File: config.mk
export PLATFORM = sky130hd
export DESIGN_NAME = pattern_seq_ctrl
export DESIGN_NICKNAME = d
export VERILOG_FILES = /design/src/rtl/pattern_seq_ctrl_pkg.sv /design/src/rtl/pattern_seq_ctrl_raster_cnt.sv /design/src/rtl/pattern_seq_ctrl.sv
export SDC_FILE = /design/constraint.sdc
export NUM_CORES = 1
export LEC_CHECK = 0
export BUFFER_PORTS_ARGS = -buffer_cell sky130_fd_sc_hd__buf_2
export CAP_MARGIN = 20
export CORE_MARGIN = 8
export CORE_UTILIZATION = 50
export DETAILED_ROUTE_END_ITERATION = 8
export PLACE_DENSITY = 0.7
export SYNTH_ARGS = -nofsm -noshare
export SYNTH_HDL_FRONTEND = slang
export SYNTH_HIERARCHICAL = 1
export SYNTH_SLANG_ARGS = --single-unit
export TNS_END_PERCENT = 5
File: constraint.sdc
create_clock -name in_pclk -period 4 [get_ports in_pclk]
set_input_delay 1.2 -clock in_pclk [delete_from_list [all_inputs] [get_ports in_pclk]]
set_output_delay 1.2 -clock in_pclk [all_outputs]
set_load 0.005 [all_outputs]
File: src/rtl/pattern_seq_ctrl_pkg.sv
// Shared types and constants for the pattern sequencer: FSM states, counter width
// and raster total helpers.
package pattern_seq_pkg;

  localparam int unsigned CNT_W = 12;

  typedef enum logic [1:0] {
    IDLE  = 2'd0,
    RUN   = 2'd1,
    DRAIN = 2'd2
  } state_e;

  function automatic int unsigned h_total(input int unsigned act, input int unsigned fp,
                                          input int unsigned sp, input int unsigned bp);
    return act + fp + sp + bp;
  endfunction

  function automatic int unsigned v_total(input int unsigned act, input int unsigned fp,
                                          input int unsigned sp, input int unsigned bp);
    return act + fp + sp + bp;
  endfunction

endpackage

File: src/rtl/pattern_seq_ctrl_raster_cnt.sv
// Horizontal/vertical raster counters with registered de/hs/vs/x/y decode.
// Counters sit at zero whenever run_i is low.
module raster_cnt
  import pattern_seq_pkg::*;
#(
  parameter int unsigned FIFO_WIDTH   = 11,
  parameter int unsigned H_ActivePix  = 1920,
  parameter int unsigned H_FrontPorch = 88,
  parameter int unsigned H_SyncPulse  = 44,
  parameter int unsigned H_BackPorch  = 148,
  parameter int unsigned V_ActivePix  = 1080,
  parameter int unsigned V_FrontPorch = 4,
  parameter int unsigned V_SyncPulse  = 5,
  parameter int unsigned V_BackPorch  = 36
) (
  input  logic                  clk_i,
  input  logic                  rst_i,
  input  logic                  run_i,
  output logic                  wrap_o,
  output logic [FIFO_WIDTH-1:0] x_o,
  output logic [FIFO_WIDTH-1:0] y_o,
  output logic                  de_o,
  output logic                  hs_o,
  output logic                  vs_o
);

  localparam int unsigned HT = h_total(H_ActivePix, H_FrontPorch, H_SyncPulse, H_BackPorch);
  localparam int unsigned VT = v_total(V_ActivePix, V_FrontPorch, V_SyncPulse, V_BackPorch);

  localparam logic [CNT_W-1:0] H_LAST = CNT_W'(HT - 1);
  localparam logic [CNT_W-1:0] V_LAST = CNT_W'(VT - 1);
  localparam logic [CNT_W-1:0] H_ACT  = CNT_W'(H_ActivePix);
  localparam logic [CNT_W-1:0] V_ACT  = CNT_W'(V_ActivePix);
  localparam logic [CNT_W-1:0] HS_LO  = CNT_W'(H_ActivePix + H_FrontPorch);
  localparam logic [CNT_W-1:0] HS_HI  = CNT_W'(H_ActivePix + H_FrontPorch + H_SyncPulse);
  localparam logic [CNT_W-1:0] VS_LO  = CNT_W'(V_ActivePix + V_FrontPorch);
  localparam logic [CNT_W-1:0] VS_HI  = CNT_W'(V_ActivePix + V_FrontPorch + V_SyncPulse);

  logic [CNT_W-1:0]      h_q, h_d, v_q, v_d;
  logic [FIFO_WIDTH-1:0] x_q, x_d, y_q, y_d;
  logic                  de_q, de_d, hs_q, hs_d, vs_q, vs_d;
  logic                  line_end;

  always_comb begin
    line_end = (h_q == H_LAST);
    wrap_o   = run_i && line_end && (v_q == V_LAST);
    h_d      = '0;
    v_d      = '0;
    if (run_i) begin
      if (line_end) begin
        h_d = '0;
        v_d = (v_q == V_LAST) ? '0 : v_q + CNT_W'(1);
      end else begin
        h_d = h_q + CNT_W'(1);
        v_d = v_q;
      end
    end
  end

  // Decode uses the current counter value; the registers below present it one cycle later.
  always_comb begin
    de_d = run_i && (h_q < H_ACT) && (v_q < V_ACT);
    hs_d = run_i && (h_q >= HS_LO) && (h_q < HS_HI);
    vs_d = run_i && (v_q >= VS_LO) && (v_q < VS_HI);
    x_d  = de_d ? FIFO_WIDTH'(h_q) : '0;
    y_d  = de_d ? FIFO_WIDTH'(v_q) : '0;
  end

  always_ff @(posedge clk_i) begin
    if (rst_i) begin
      h_q  <= '0;
      v_q  <= '0;
      x_q  <= '0;
      y_q  <= '0;
      de_q <= 1'b0;
      hs_q <= 1'b0;
      vs_q <= 1'b0;
    end else begin
      h_q  <= h_d;
      v_q  <= v_d;
      x_q  <= x_d;
      y_q  <= y_d;
      de_q <= de_d;
      hs_q <= hs_d;
      vs_q <= vs_d;
    end
  end

  assign x_o  = x_q;
  assign y_o  = y_q;
  assign de_o = de_q;
  assign hs_o = hs_q;
  assign vs_o = vs_q;

endmodule

File: src/rtl/pattern_seq_ctrl.sv
// Frame sequencer for the CSI RX test pattern generator: run/drain FSM, frame-start
// pattern latch (auto-cycle or host-held) and completed-frame counter.
module pattern_seq_ctrl
  import pattern_seq_pkg::*;
#(
  parameter int unsigned FIFO_WIDTH         = 11,
  parameter int unsigned H_ActivePix        = 1920,
  parameter int unsigned H_FrontPorch       = 88,
  parameter int unsigned H_SyncPulse        = 44,
  parameter int unsigned H_BackPorch        = 148,
  parameter int unsigned V_ActivePix        = 1080,
  parameter int unsigned V_FrontPorch       = 4,
  parameter int unsigned V_SyncPulse        = 5,
  parameter int unsigned V_BackPorch        = 36,
  parameter int unsigned NUM_PATTERNS       = 8,
  parameter int unsigned FRAMES_PER_PATTERN = 4
) (
  input  logic                  in_pclk,
  input  logic                  in_rst,
  input  logic                  in_enable,
  input  logic                  in_auto,
  input  logic [2:0]            in_pattern,
  output logic [FIFO_WIDTH-1:0] out_x,
  output logic [FIFO_WIDTH-1:0] out_y,
  output logic                  out_valid,
  output logic                  out_de,
  output logic                  out_hs,
  output logic                  out_vs,
  output logic [2:0]            out_pattern,
  output logic [15:0]           out_frame_cnt,
  output logic                  out_busy
);

  localparam logic [2:0]  IDX_LAST = 3'(NUM_PATTERNS - 1);
  localparam logic [15:0] PPF_LAST = 16'(FRAMES_PER_PATTERN - 1);

  state_e      state_q, state_d;
  logic        run, wrap, frame_start;
  logic [2:0]  idx_q, idx_d, pat_q, pat_d, pat_out_q;
  logic [15:0] ppf_q, ppf_d, frame_cnt_q;

  assign run = (state_q != IDLE);

  raster_cnt #(
    .FIFO_WIDTH  (FIFO_WIDTH),
    .H_ActivePix (H_ActivePix),
    .H_FrontPorch(H_FrontPorch),
    .H_SyncPulse (H_SyncPulse),
    .H_BackPorch (H_BackPorch),
    .V_ActivePix (V_ActivePix),
    .V_FrontPorch(V_FrontPorch),
    .V_SyncPulse (V_SyncPulse),
    .V_BackPorch (V_BackPorch)
  ) u_raster (
    .clk_i (in_pclk),
    .rst_i (in_rst),
    .run_i (run),
    .wrap_o(wrap),
    .x_o   (out_x),
    .y_o   (out_y),
    .de_o  (out_de),
    .hs_o  (out_hs),
    .vs_o  (out_vs)
  );

  always_comb begin
    state_d     = state_q;
    frame_start = 1'b0;
    case (state_q)
      IDLE: begin
        if (in_enable) begin
          state_d     = RUN;
          frame_start = 1'b1;
        end
      end
      RUN, DRAIN: begin
        if (wrap) begin
          state_d     = in_enable ? RUN : IDLE;
          frame_start = in_enable;
        end else begin
          state_d = in_enable ? RUN : DRAIN;
        end
      end
      default: state_d = IDLE;
    endcase
  end

  // The frame shown uses the index as it stood; the advance prepares the following frame.
  always_comb begin
    idx_d = idx_q;
    ppf_d = ppf_q;
    pat_d = pat_q;
    if (frame_start) begin
      if (!in_auto) begin
        pat_d = in_pattern;
        ppf_d = '0;
      end else begin
        pat_d = idx_q;
        if (ppf_q == PPF_LAST) begin
          ppf_d = '0;
          idx_d = (idx_q == IDX_LAST) ? '0 : idx_q + 3'd1;
        end else begin
          ppf_d = ppf_q + 16'd1;
        end
      end
    end
  end

  always_ff @(posedge in_pclk) begin
    if (in_rst) begin
      state_q     <= IDLE;
      idx_q       <= '0;
      ppf_q       <= '0;
      pat_q       <= '0;
      pat_out_q   <= '0;
      frame_cnt_q <= '0;
    end else begin
      state_q     <= state_d;
      idx_q       <= idx_d;
      ppf_q       <= ppf_d;
      pat_q       <= pat_d;
      pat_out_q   <= pat_q;
      frame_cnt_q <= wrap ? frame_cnt_q + 16'd1 : frame_cnt_q;
    end
  end

  assign out_valid     = out_de;
  assign out_pattern   = pat_out_q;
  assign out_frame_cnt = frame_cnt_q;
  assign out_busy      = (state_q != IDLE);

endmodule

==> flow_metrics.tcl <==
set metrics [dict create \
    cp.required_ps 4290 \
    setup-tns-final_ps 0 \
    dieWidth_um 107 \
    clk_pin_slew_ps 90 \
    vias 3502 \
    chipHeight_um 107 \
    crit_slowest_cell "or4_1" \
    cts_hold_buf 0 \
    p_per_area_nw_per_um2 364 \
    synth_ff_type "dfxtp_1" \
    p_switching_uw 391 \
    r2r_start "u_raster/h_q[8]" \
    worstPathArrival_ps 3480 \
    cp_num_buf_inv 1 \
    routedWlPerCell_um 14.7 \
    relSlewSlack 0.407 \
    critical_path_class "reg2reg" \
    leakage_nw 1.73 \
    cp-startpoint "u_raster/h_q[8]" \
    num_antenna_cells 0 \
    fin_skew_ps 7.37 \
    layout-drive-gt1-share 0.156 \
    intPower_mw 1.30 \
    cts_max_level 3 \
    critical_path.max_stage_delay_ps 600 \
    start_util 0.511 \
    outcome "finished clean" \
    netlist_instances 475 \
    hold_ws_ps 467 \
    fmax_ghz 0.314 \
    synth_common_cells "dfxtp_1, nor2_1, nand2_1" \
    fin_ws_ps 811 \
    synth_async_sr_flop_share 0 \
    cpLargestDelayFamily "simple AND/OR/NAND/NOR gates" \
    ys.warnings.count 6 \
    first_global_vias 3353 \
    maxCapViolations 0 \
    finalSetupViolCount 0 \
    end_kind "flop" \
    stdcell_count 625 \
    gp_congestion 0.871 \
    total_power_mw 1.69 \
    synth_edf_count 0 \
    viasPerCell 5.60 \
    crit_path_max_fanout 15 \
    finalHoldViolations 0 \
    clk_latency_ps 360 \
    yosysTopAreaCellShare 0.444 \
    io_buffers 52 \
    ys_seq_area_frac 0.444 \
    hp-class "reg2reg" \
    drcViolationCount 0 \
    synth.top_cells.by_area "dfxtp_1, nor2_1, xnor2_1" \
    pwr-share-clk 0.413 \
    cts_inserted_buffers 9 \
    cts-root-buf "clkbuf_8" \
    path_common_cell "or4_4" \
    first_pass_iters 5 \
    core_um2 8130 \
    ios 53 \
    design_area_um2 4660 \
    peakVddDrop_mv 0.216 \
    min_from "pat_q[2]" \
    switching_share 0.231 \
    synth_fp_nets 492 \
    cts_setup_buffers 0 \
    drtIter0Drc 121 \
    power_frac_comb 0.039 \
    placed_area_um2 4430 \
    post-synth-top-count-cell "dfxtp_1" \
    worst_pin_slew_ps 883 \
    place_hpwl_mm 6.35 \
    cts_tree "done" \
    cts_buffer_depth 2 \
    grt_start_max_net_pins 55 \
    cts.sinks 92 \
    antenna_found_initial 0 \
    rows 33 \
    ys_ff_latch 92 \
    final_nets 532 \
    overflow 0 \
    netlist_area_um2 4150 \
    seqPwrFrac 0.548 \
    preCtsSetupSlack_ps 832 \
    drv_slew 0 \
    postSynthAreaPerCell_um2 8.74 \
    die-area_um2 11500 \
    ant_nets 0 \
    yosysUniqueCellTypes 47 \
    dp_cells 609 \
    grt_first_pass_wirelength_mm 15.7 \
    period_needed_ps 3190 \
    utilization 0.573 \
    crit_chain "or4_4 -> or4_4 -> nor3_1 -> buf_4 -> a21o_1 -> nand2_1 -> or4_1 -> o211ai_2" \
    period_share 0.797 \
    areaGrowthSynthToFinish_pct 12.1 \
    grt_use_total 0.163 \
    rsz0062_at_grt "no" \
    wl_mm 9.20 \
    start_kind "flop" \
    yosysTopAreaCell "dfxtp_1" \
    cts-resized-gates 0 \
]
metal layers:
metal  routed length [um]  global-route usage
met4                  110              0.0613
met2                 4510               0.272
met3                  489              0.0324
met1                 4090               0.202
met5                    0                   0
cells in the final DEF (no fill, tap or decap), types with 2 or more instances in the layout:
cell	count
buf_4	4
o311ai_1	2
nand2b_1	8
o211ai_2	2
nand3_1	21
or4_4	2
xnor2_1	18
ha_1	10
o211ai_1	3
o21ai_0	14
nor2b_1	13
and2_1	22
mux2i_1	5
nand4b_1	4
a2bb2oi_1	3
nor4_1	12
or3_1	17
and4_1	3
nor3_1	12
bufinv_16	2
nand3_2	2
nor4b_1	4
buf_2	52
nor2_1	49
a211oi_1	4
nand4_1	25
inv_1	10
or4_1	8
dfxtp_1	92
nand2_1	33
nand3b_1	2
clkbuf_8	9
a21oi_1	25
and3_1	4
xor2_1	8
power groups by stage:
| stage | clock network (mW) | logic, mW | registers, mW |
|---|---|---|---|
| after CTS | 0.715 | 0.0667 | 0.928 |
| after global routing | 0.754 | 0.0744 | 0.929 |
| final | 0.700 | 0.0659 | 0.928 |
| after detailed placement | 0 | 0.0662 | 0.949 |
| after floorplan | 0 | 0.0479 | 0.948 |
| after global placement | 0 | 0.0656 | 0.949 |
logic make-up (layout without fill, tap and decap cells):
kind of cell               count (synthesis)  in the layout  synth area share
AOI/OAI and AO/OA                         59             59            0.0889
buffers and inverters                     37             82            0.0431
xor gates and xnor gates                  26             26            0.0548
and+or+nand+nor                          246            246             0.328
DFF                                       92             92             0.444
muxes                                      5              5            0.0121
adders and majority gates                 10             10            0.0301
sequential cells by signal, summed over array words and instances (netlist names), 2 cells and up:
| name | flops |
|---|---|
| ppf_q | 16 |
| pat_q | 3 |
| u_raster/x_o | 11 |
| idx_q | 3 |
| u_raster/v_q | 12 |
| state_q | 2 |
| out_pattern | 3 |
| u_raster/y_o | 11 |
| out_frame_cnt | 16 |
| u_raster/h_q | 12 |
final timing paths:
path / end / slack [ps] / cells after the start
max: ppf_q[9] / 810 / 8
min reg2reg: out_pattern[2] / 470 / 1
max reg2reg: ppf_q[9] / 810 / 8
min: out_pattern[2] / 470 / 1
worst register-to-register path: stages, from the launching register on:
cell,delay [ps]
dfxtp_1,370
or4_4,570
or4_4,590
nor3_1,200
buf_4,200
a21o_1,140
nand2_1,300
or4_1,610
o211ai_2,150
area by class of cell:
cell class	instances	area, um2
timing repair buffer	56	290
sequential	92	1840
fill	725	3480
multi-input combinational	346	2130
clock inverter	6	96.3
clock buffer	10	128
tap	105	131
inverter	10	37.5
Power figures use the tool's default switching activity.
